**config.mk**
```make
export PLATFORM = sky130hd
export DESIGN_NAME = btn_conditioner_flat
export DESIGN_NICKNAME = d
export VERILOG_FILES = /design/src/rtl/btn_pkg.sv /design/src/rtl/btn_conditioner_if.sv /design/src/rtl/btn_debounce_filter.sv /design/src/rtl/btn_conditioner.sv /design/src/flat_wrapper.sv
export SDC_FILE = /design/constraint.sdc
export NUM_CORES = 1
export LEC_CHECK = 0
export CAP_MARGIN = 20
export CELL_PAD_IN_SITES_DETAIL_PLACEMENT = 1
export CELL_PAD_IN_SITES_GLOBAL_PLACEMENT = 1
export CORE_UTILIZATION = 40
export DETAILED_ROUTE_END_ITERATION = 6
export PLACE_DENSITY = 0.66
export SLEW_MARGIN = 20
export SYNTH_ARGS = -nofsm -noshare
export SYNTH_HDL_FRONTEND = slang
export SYNTH_HIERARCHICAL = 1
export SYNTH_SLANG_ARGS = --single-unit
export TNS_END_PERCENT = 20
```
**constraint.sdc**
```tcl
create_clock -name sys_clk -period 1.9 [get_ports sys_clk]
set_input_delay 0.38 -clock sys_clk [delete_from_list [all_inputs] [get_ports sys_clk]]
set_output_delay 0.38 -clock sys_clk [all_outputs]
set_load 0.01 [all_outputs]
```
**src/rtl/btn_pkg.sv**
```systemverilog
// Shared FSM encoding and default timing constants for the
// push-button conditioner.
package btn_pkg;

    localparam int unsigned DEB_CYCLES_DEF  = 540_000;
    localparam int unsigned LONG_CYCLES_DEF = 27_000_000;

    typedef enum logic [1:0] {
        ST_IDLE      = 2'd0,
        ST_PRESSED   = 2'd1,
        ST_LONG_HELD = 2'd2
    } btn_state_e;

    function automatic int cnt_width(input int unsigned n);
        return (n > 1) ? $clog2(n) : 1;
    endfunction

endpackage

```
**src/rtl/btn_conditioner_if.sv**
```systemverilog
// Button-side bundle: raw active-low input plus the conditioned
// level and the short/long press strobes.
interface btn_conditioner_if;

    logic btn_n;
    logic btn_level;
    logic press_pulse;
    logic long_pulse;

    modport master (
        output btn_n,
        input  btn_level,
        input  press_pulse,
        input  long_pulse
    );

    modport slave (
        input  btn_n,
        output btn_level,
        output press_pulse,
        output long_pulse
    );

endinterface

```
**src/rtl/btn_debounce_filter.sv**
```systemverilog
// Two-flop synchronizer plus debounce counter; stable_o is the
// accepted active-low button level (1 = released).
module btn_debounce_filter
    import btn_pkg::*;
#(
    parameter int unsigned DEB_CYCLES = DEB_CYCLES_DEF
) (
    input  logic sys_clk,
    input  logic sys_rst_n,
    input  logic btn_n,
    output logic stable_o
);

    localparam int DW = cnt_width(DEB_CYCLES);
    localparam logic [DW-1:0] DEB_MAX = DW'(DEB_CYCLES - 1);

    logic          sync1_q;
    logic          sync2_q;
    logic          stable_q;
    logic          stable_d;
    logic [DW-1:0] cnt_q;
    logic [DW-1:0] cnt_d;

    always_ff @(posedge sys_clk or negedge sys_rst_n) begin
        if (!sys_rst_n) begin
            sync1_q <= 1'b1;
            sync2_q <= 1'b1;
        end else begin
            sync1_q <= btn_n;
            sync2_q <= sync1_q;
        end
    end

    // Any return to the stable level restarts the qualification window.
    always_comb begin
        stable_d = stable_q;
        cnt_d    = cnt_q;
        if (sync2_q == stable_q) begin
            cnt_d = '0;
        end else if (cnt_q == DEB_MAX) begin
            stable_d = sync2_q;
            cnt_d    = '0;
        end else begin
            cnt_d = cnt_q + 1'b1;
        end
    end

    always_ff @(posedge sys_clk or negedge sys_rst_n) begin
        if (!sys_rst_n) begin
            stable_q <= 1'b1;
            cnt_q    <= '0;
        end else begin
            stable_q <= stable_d;
            cnt_q    <= cnt_d;
        end
    end

    assign stable_o = stable_q;

endmodule

```
**src/rtl/btn_conditioner.sv**
```systemverilog
// Debounced button with short/long press strobes. Long-press
// detection is built only when BTN_LONG_PRESS_EN is defined.
module btn_conditioner
    import btn_pkg::*;
#(
    parameter int unsigned DEB_CYCLES  = DEB_CYCLES_DEF,
    parameter int unsigned LONG_CYCLES = LONG_CYCLES_DEF
) (
    input  logic             sys_clk,
    input  logic             sys_rst_n,
    btn_conditioner_if.slave bus
);

    logic       stable;
    logic       pressed;
    btn_state_e state_q;
    btn_state_e state_d;
    logic       level_q;
    logic       press_q;
    logic       press_d;
    logic       long_q;
    logic       long_d;

    btn_debounce_filter #(
        .DEB_CYCLES(DEB_CYCLES)
    ) u_filter (
        .sys_clk  (sys_clk),
        .sys_rst_n(sys_rst_n),
        .btn_n    (bus.btn_n),
        .stable_o (stable)
    );

    assign pressed = ~stable;

`ifdef BTN_LONG_PRESS_EN
    localparam int HW = cnt_width(LONG_CYCLES);
    localparam logic [HW-1:0] HOLD_MAX = HW'(LONG_CYCLES - 1);

    logic [HW-1:0] hold_q;
    logic [HW-1:0] hold_d;

    // The long threshold outranks a coincident release.
    always_comb begin
        state_d = state_q;
        hold_d  = hold_q;
        press_d = 1'b0;
        long_d  = 1'b0;
        case (state_q)
            ST_IDLE: begin
                if (pressed) begin
                    state_d = ST_PRESSED;
                    hold_d  = '0;
                end
            end
            ST_PRESSED: begin
                if (hold_q == HOLD_MAX) begin
                    long_d  = 1'b1;
                    state_d = pressed ? ST_LONG_HELD : ST_IDLE;
                end else if (!pressed) begin
                    press_d = 1'b1;
                    state_d = ST_IDLE;
                end else begin
                    hold_d = hold_q + 1'b1;
                end
            end
            ST_LONG_HELD: begin
                if (!pressed) state_d = ST_IDLE;
            end
            default: state_d = ST_IDLE;
        endcase
    end

    always_ff @(posedge sys_clk or negedge sys_rst_n) begin
        if (!sys_rst_n) hold_q <= '0;
        else            hold_q <= hold_d;
    end
`else
    logic unused_long;
    assign unused_long = ^LONG_CYCLES;

    always_comb begin
        state_d = state_q;
        press_d = 1'b0;
        long_d  = 1'b0;
        case (state_q)
            ST_IDLE: begin
                if (pressed) begin
                    state_d = ST_PRESSED;
                    press_d = 1'b1;
                end
            end
            ST_PRESSED: begin
                if (!pressed) state_d = ST_IDLE;
            end
            default: state_d = ST_IDLE;
        endcase
    end
`endif

    always_ff @(posedge sys_clk or negedge sys_rst_n) begin
        if (!sys_rst_n) begin
            state_q <= ST_IDLE;
            level_q <= 1'b0;
            press_q <= 1'b0;
            long_q  <= 1'b0;
        end else begin
            state_q <= state_d;
            level_q <= pressed;
            press_q <= press_d;
            long_q  <= long_d;
        end
    end

    assign bus.btn_level   = level_q;
    assign bus.press_pulse = press_q;
    assign bus.long_pulse  = long_q;

endmodule

```
**src/flat_wrapper.sv**
```systemverilog
// flat-port wrapper written by rule: the top's interface ports become plain ports
module btn_conditioner_flat import btn_pkg::*;
#(
    parameter int unsigned DEB_CYCLES  = DEB_CYCLES_DEF,
    parameter int unsigned LONG_CYCLES = LONG_CYCLES_DEF
)
  (sys_clk, sys_rst_n, bus_btn_n, bus_btn_level, bus_press_pulse, bus_long_pulse);
  btn_conditioner_if bus_i ();
  input  logic sys_clk;
  input  logic sys_rst_n;
  input wire logic [$bits(bus_i.btn_n)-1:0] bus_btn_n;
  output wire logic [$bits(bus_i.btn_level)-1:0] bus_btn_level;
  output wire logic [$bits(bus_i.press_pulse)-1:0] bus_press_pulse;
  output wire logic [$bits(bus_i.long_pulse)-1:0] bus_long_pulse;
  assign bus_i.btn_n = bus_btn_n;
  assign bus_btn_level = bus_i.btn_level;
  assign bus_press_pulse = bus_i.press_pulse;
  assign bus_long_pulse = bus_i.long_pulse;
  btn_conditioner #(.DEB_CYCLES(DEB_CYCLES), .LONG_CYCLES(LONG_CYCLES)) u_core (.sys_clk(sys_clk), .sys_rst_n(sys_rst_n), .bus(bus_i));
endmodule
```
# Word-level counts from Yosys, hierarchy flattened
# Index checks and enable logic that the tools add are counted.
# word_totals
reg_bits	27
in_bits	3
wordCells	25
# op_classes
n_addsub	1
eq_ne	5
n_mux	7
bitwise	2
reduce_logical	3
# ops
op	n
$mux 20	2
$add 20x1->20 const B	1
$eq 20x20->1 const B	1
$mux 2	2
$ne 2x2->1 const B	2
$pmux 2 s2	1
$reduce_and 2->1	2
$eq 2x1->1 const B	1
$logic_not 2->1	1
$mux 1	2
$not 1->1	2
$eq 1x1->1	1

# Longest topological paths before layout
# depth
ltp_word	3
ltp_mapped	6

# By module
# The synthesis kept the hierarchy.
# by_module_without_submodules
module	n_inst	cells_each	area_per_inst_um2
btn_debounce_filter	1	111	1144.8
btn_conditioner	1	9	115.1

# Least setup slack after synthesis
# Ideal clock, no wire load.
# synth_path
path_type	reg-to-reg
from	register u_core.u_filter.cnt_q[16]
to	register u_core.u_filter.cnt_q[12]
setup_time_ps	119
t_arrival_ps	1569
required_time_ps	1781
slack_ps	212
path_stages_with_launch	5
n_path_buf	1
cell_sequence	dfrtp_1 or3_4 o41ai_4 buf_6 nor2_1
# synth_between
elab_chain_cells	3
# synth_lines
item	line	text
start: declaration	btn_debounce_filter.sv:21	logic [DW-1:0] cnt_q;
start signal: assignment	btn_debounce_filter.sv:54	cnt_q <= cnt_d;
$eq 20x20->1	btn_debounce_filter.sv:40	end else if (cnt_q == DEB_MAX) begin
$mux 20	btn_debounce_filter.sv:40	
$mux 20	btn_debounce_filter.sv:38	if (sync2_q == stable_q) begin
net u_core.u_filter.cnt_d[12]	btn_debounce_filter.sv:22	logic [DW-1:0] cnt_d;
# The timed path passes the listed nets, and every way through them passes these cells.
# A chain may end at the register's enable or synchronous reset.

# Worst setup path in the final report
# layout_path
from	register u_core.u_filter.cnt_q[2]
to	register u_core.u_filter.cnt_q[13]
# layout_between
elab_chain_cells	3
word_cells_on_any_way	4
classes_between	1 x add/sub; 1 x eq/ne; 2 x mux
# layout_lines
item	line
$add 20x1->20 / $eq 20x20->1 (equally long branches)	btn_debounce_filter.sv:44, btn_debounce_filter.sv:40
$mux 20 *	btn_debounce_filter.sv:40
$mux 20 *	btn_debounce_filter.sv:38
net u_core.u_filter.cnt_d[13]	btn_debounce_filter.sv:22
# Mark *: on every way through the listed nets, which the timed path passes. The rest lies on a longest branch.

==> metrics.yaml <==
status:
  run_status: "complete, no violations"
grt:
  grt_start_max_net_pins: 27
  grt_usage: 0.180
  grt_antenna_before_repair: 0
  grt.overflow.total: 0
  first_pass_grt_wire_length_um: 4580
  first_global_vias: 945
worst_setup_path:
  cp-startpoint: "u_core/u_filter/cnt_q[2]$_DFF_PN0_"
  crit_path_end_kind: "flip-flop"
  crit_path_max_fanout: 6
  worstPathBufferInverterCount: 0
  critical_path.top_delay_family: "simple AND/OR/NAND/NOR gates"
  worstReg2RegStart: "u_core/u_filter/cnt_q[2]$_DFF_PN0_"
  timing.critical_path.arrival_ns: 2.00
  cp_slowest_cell: "or3_2"
  setup.worst_path.start_class: "flip-flop"
  worst_ep_required_time_ns: 2.15
  critPathMaxStageDelay_ns: 0.48
  crit_path_cell_trace: "and4_1 -> nand4_1 -> or3_2 -> a21oi_1"
  worst-setup-path-type: "reg -> reg"
routing:
  detailedRoute.firstIterationViolations: 30
  count_of_nets_left_with_antenna_violations_after_detail_routing: 0
  route.final.wire_length_um: 2620
  dr_total_vias: 895
  firstDrtPassIters: 3
  drc: 0
  routed_wirelength_normalized_by_instance_count_um: 15.3
  drt-vias-per-instance: 5.23
sta:
  final_min_period_over_clock_period: 0.920
  final.setup.tns_ns: 0
  finalSetupViolCount: 0
  fmax_mhz: 572
  finalHoldViolations: 0
  fin_skew_ns: 0.0130
  finalMaxSlewViolations: 0
  min_period_ns: 1.75
  grt_setup_unrepaired: "false"
logic_synthesis:
  sequential_fraction_of_the_synthesis_area: 0.519
  top_ff_cell_synth: "dfrtp_1"
  synth_edf_count: 0
  ys_seq_elements: 26
  ys_types: 33
  postSynth.asyncResetShare: 1.00
  synth_cells: 120
  synth_fp_nets: 125
  synth_area_um2: 1260
  yosys_warnings: 6
  postSynthAreaPerCell_um2: 10.5
clock_tree:
  ctsRootBufferMaster: "clkbuf_4"
  clock_path_buffers: 2
  clock_latency_on_the_worst_skew_pair_ns: 0.33
  cts.sink_count: 26
  post_cts.resized_instances: 0
  clock_tree_from_tritoncts: "yes"
  path_clk_slew_ns: 0.15
  number_of_h_tree_levels: 1
  tritoncts_buffers: 3
  cts_hold_buf: 0
  postCtsSetupRepairBufs: 0
final_layout:
  drive_above_1_share: 0.134
  postLayoutCoreUtil: 0.463
  fill_cells: 336
  final_common_cell: "dfrtp_1"
  n_antenna_cell: 0
  post-route-cell-area_um2: 1400
  area_growth_synth_to_finish_pct: 11.3
  num-nets-final: 133
  final_cell_mix: "dfrtp_1 (23), nor2_1 (14), xor2_1 (9)"
placed_design:
  port-buffer-count: 4
  gp_congestion: 0.812
  detailed_place_hpwl_um: 1910
  detailed_place.area_um2: 1350
power_and_ir_drop:
  p_per_area_nw_per_um2: 705
  p_int_mw: 0.791
  clock_power_share: 0.384
  power.combinational.fraction: 0.041
  share_seq_of_total_power: 0.576
  p_leak_nw: 0.587
  p_sw_mw: 0.198
  swShare: 0.200
  vdd_drop_max_v: 0.000375
floorplanning:
  core.rowCount: 20
  ioPinCount: 6
  die-width_um: 58.1
  floorplan.initialDensity: 0.416
  die_height_um: 58.1
  core_um2: 3030
  design.die.area_um2: 3380
hold_path:
  worst_hold_launch: "u_core/u_filter/sync1_q$_DFF_PN1_"
  hold_path_class: "reg -> reg"
run:
  drv.max_cap_violation_count: 0
[Yosys cell counts, types with 2 or more instances]
master,count,area share
ha_1,2,0.020
nor4b_1,2,0.014
nand4_1,8,0.040
and3_1,2,0.0099
nand2_1,8,0.024
nor4_1,2,0.0099
buf_4,2,0.012
and4_1,3,0.021
nand3_1,6,0.024
xnor2_1,5,0.035
inv_1,4,0.012
nor2_1,14,0.042
or3_1,3,0.015
xor2_1,9,0.063
dfrtp_1,23,0.46
o21ai_0,4,0.016
a21oi_1,5,0.020
dfstp_2,3,0.063
[stage by stage]
| step | power [mW] | hold slack [ns] | std cells | setup WS, ns |
|---|---|---|---|---|
| global placement | 0.619 | 0.346 | 167 | 0.224 |
| finish | 0.989 | 0.383 | 171 | 0.152 |
| CTS | 1.01 | 0.387 | 171 | 0.124 |
| floorplan | 0.598 | 0.0844 | 120 | 0.212 |
| detailed placement | 0.621 | 0.347 | 167 | 0.192 |
| global route | 1.04 | 0.396 | 171 | 0.0104 |
[power groups by stage]
stage	sequential [mW]	clock (mW)	combinational, mW
3_5_place_dp	0.580	0	0.0417
3_3_place_gp	0.579	0	0.0403
4_1_cts	0.569	0.397	0.0418
6_report	0.569	0.379	0.0402
2_1_floorplan	0.578	0	0.0205
5_1_grt	0.570	0.420	0.0475
[final timing paths]
kind	to	slack, ns	cells after the start
setup / recovery	u_core/u_filter/cnt_q[13]$_DFF_PN0_	0.15	4
hold / removal	u_core/u_filter/sync2_q$_DFF_PN1_	0.38	0
setup reg to reg	u_core/u_filter/cnt_q[13]$_DFF_PN0_	0.15	4
hold reg to reg	u_core/u_filter/sync2_q$_DFF_PN1_	0.38	0
max in group asynchronous	u_core/u_filter/stable_o$_DFFE_PN1P_	1.19	2
min in group asynchronous	u_core/u_filter/cnt_q[18]$_DFF_PN0_	0.40	2
[state kept, by name, indices dropped and copies added, names as in the netlist]
signal                    flops
u_core/bus.press_pulse        1
u_core/u_filter/stable_o      1
u_core/u_filter/sync1_q       1
u_core/state_q                1
u_core/bus.btn_level          1
u_core/u_filter/sync2_q       1
u_core/u_filter/cnt_q        20
[kinds of logic (layout without fill, tap and decap cells)]
family                   Yosys count  count (layout)  synth area share
AND/OR/NAND/NOR                   54              54             0.236
adder cells (fa/ha/maj)            2               2            0.0199
other                              1               1           0.00298
XOR/XNOR                          14              14            0.0973
flip-flops                        26              26             0.519
AO/OA/AOI/OAI                     13              13            0.0755
buffers and inverters              9              16            0.0397
multiplexers                       1               1           0.00894
[routing by layer]
layer,vias up,part of all wire,GRT usage
met5,-,0,0
met4,0,0,0.0306
met3,0,0.023,0.0402
met2,7,0.49,0.300
met1,453,0.49,0.242
li1,435,-,-
[final cells by class]
cell class	instances	area [um2]	share of cell area
Timing Repair Buffer	8	70.1	0.0500
Tap cell	44	55.1	0.0393
Clock inverter	1	30.0	0.0214
Sequential cell	26	654	0.467
Clock buffer	3	22.5	0.0161
Multi-Input combinational cell	85	556	0.396
Inverter	4	15.0	0.0107
Note: power is estimated with default switching activity, not from simulation.
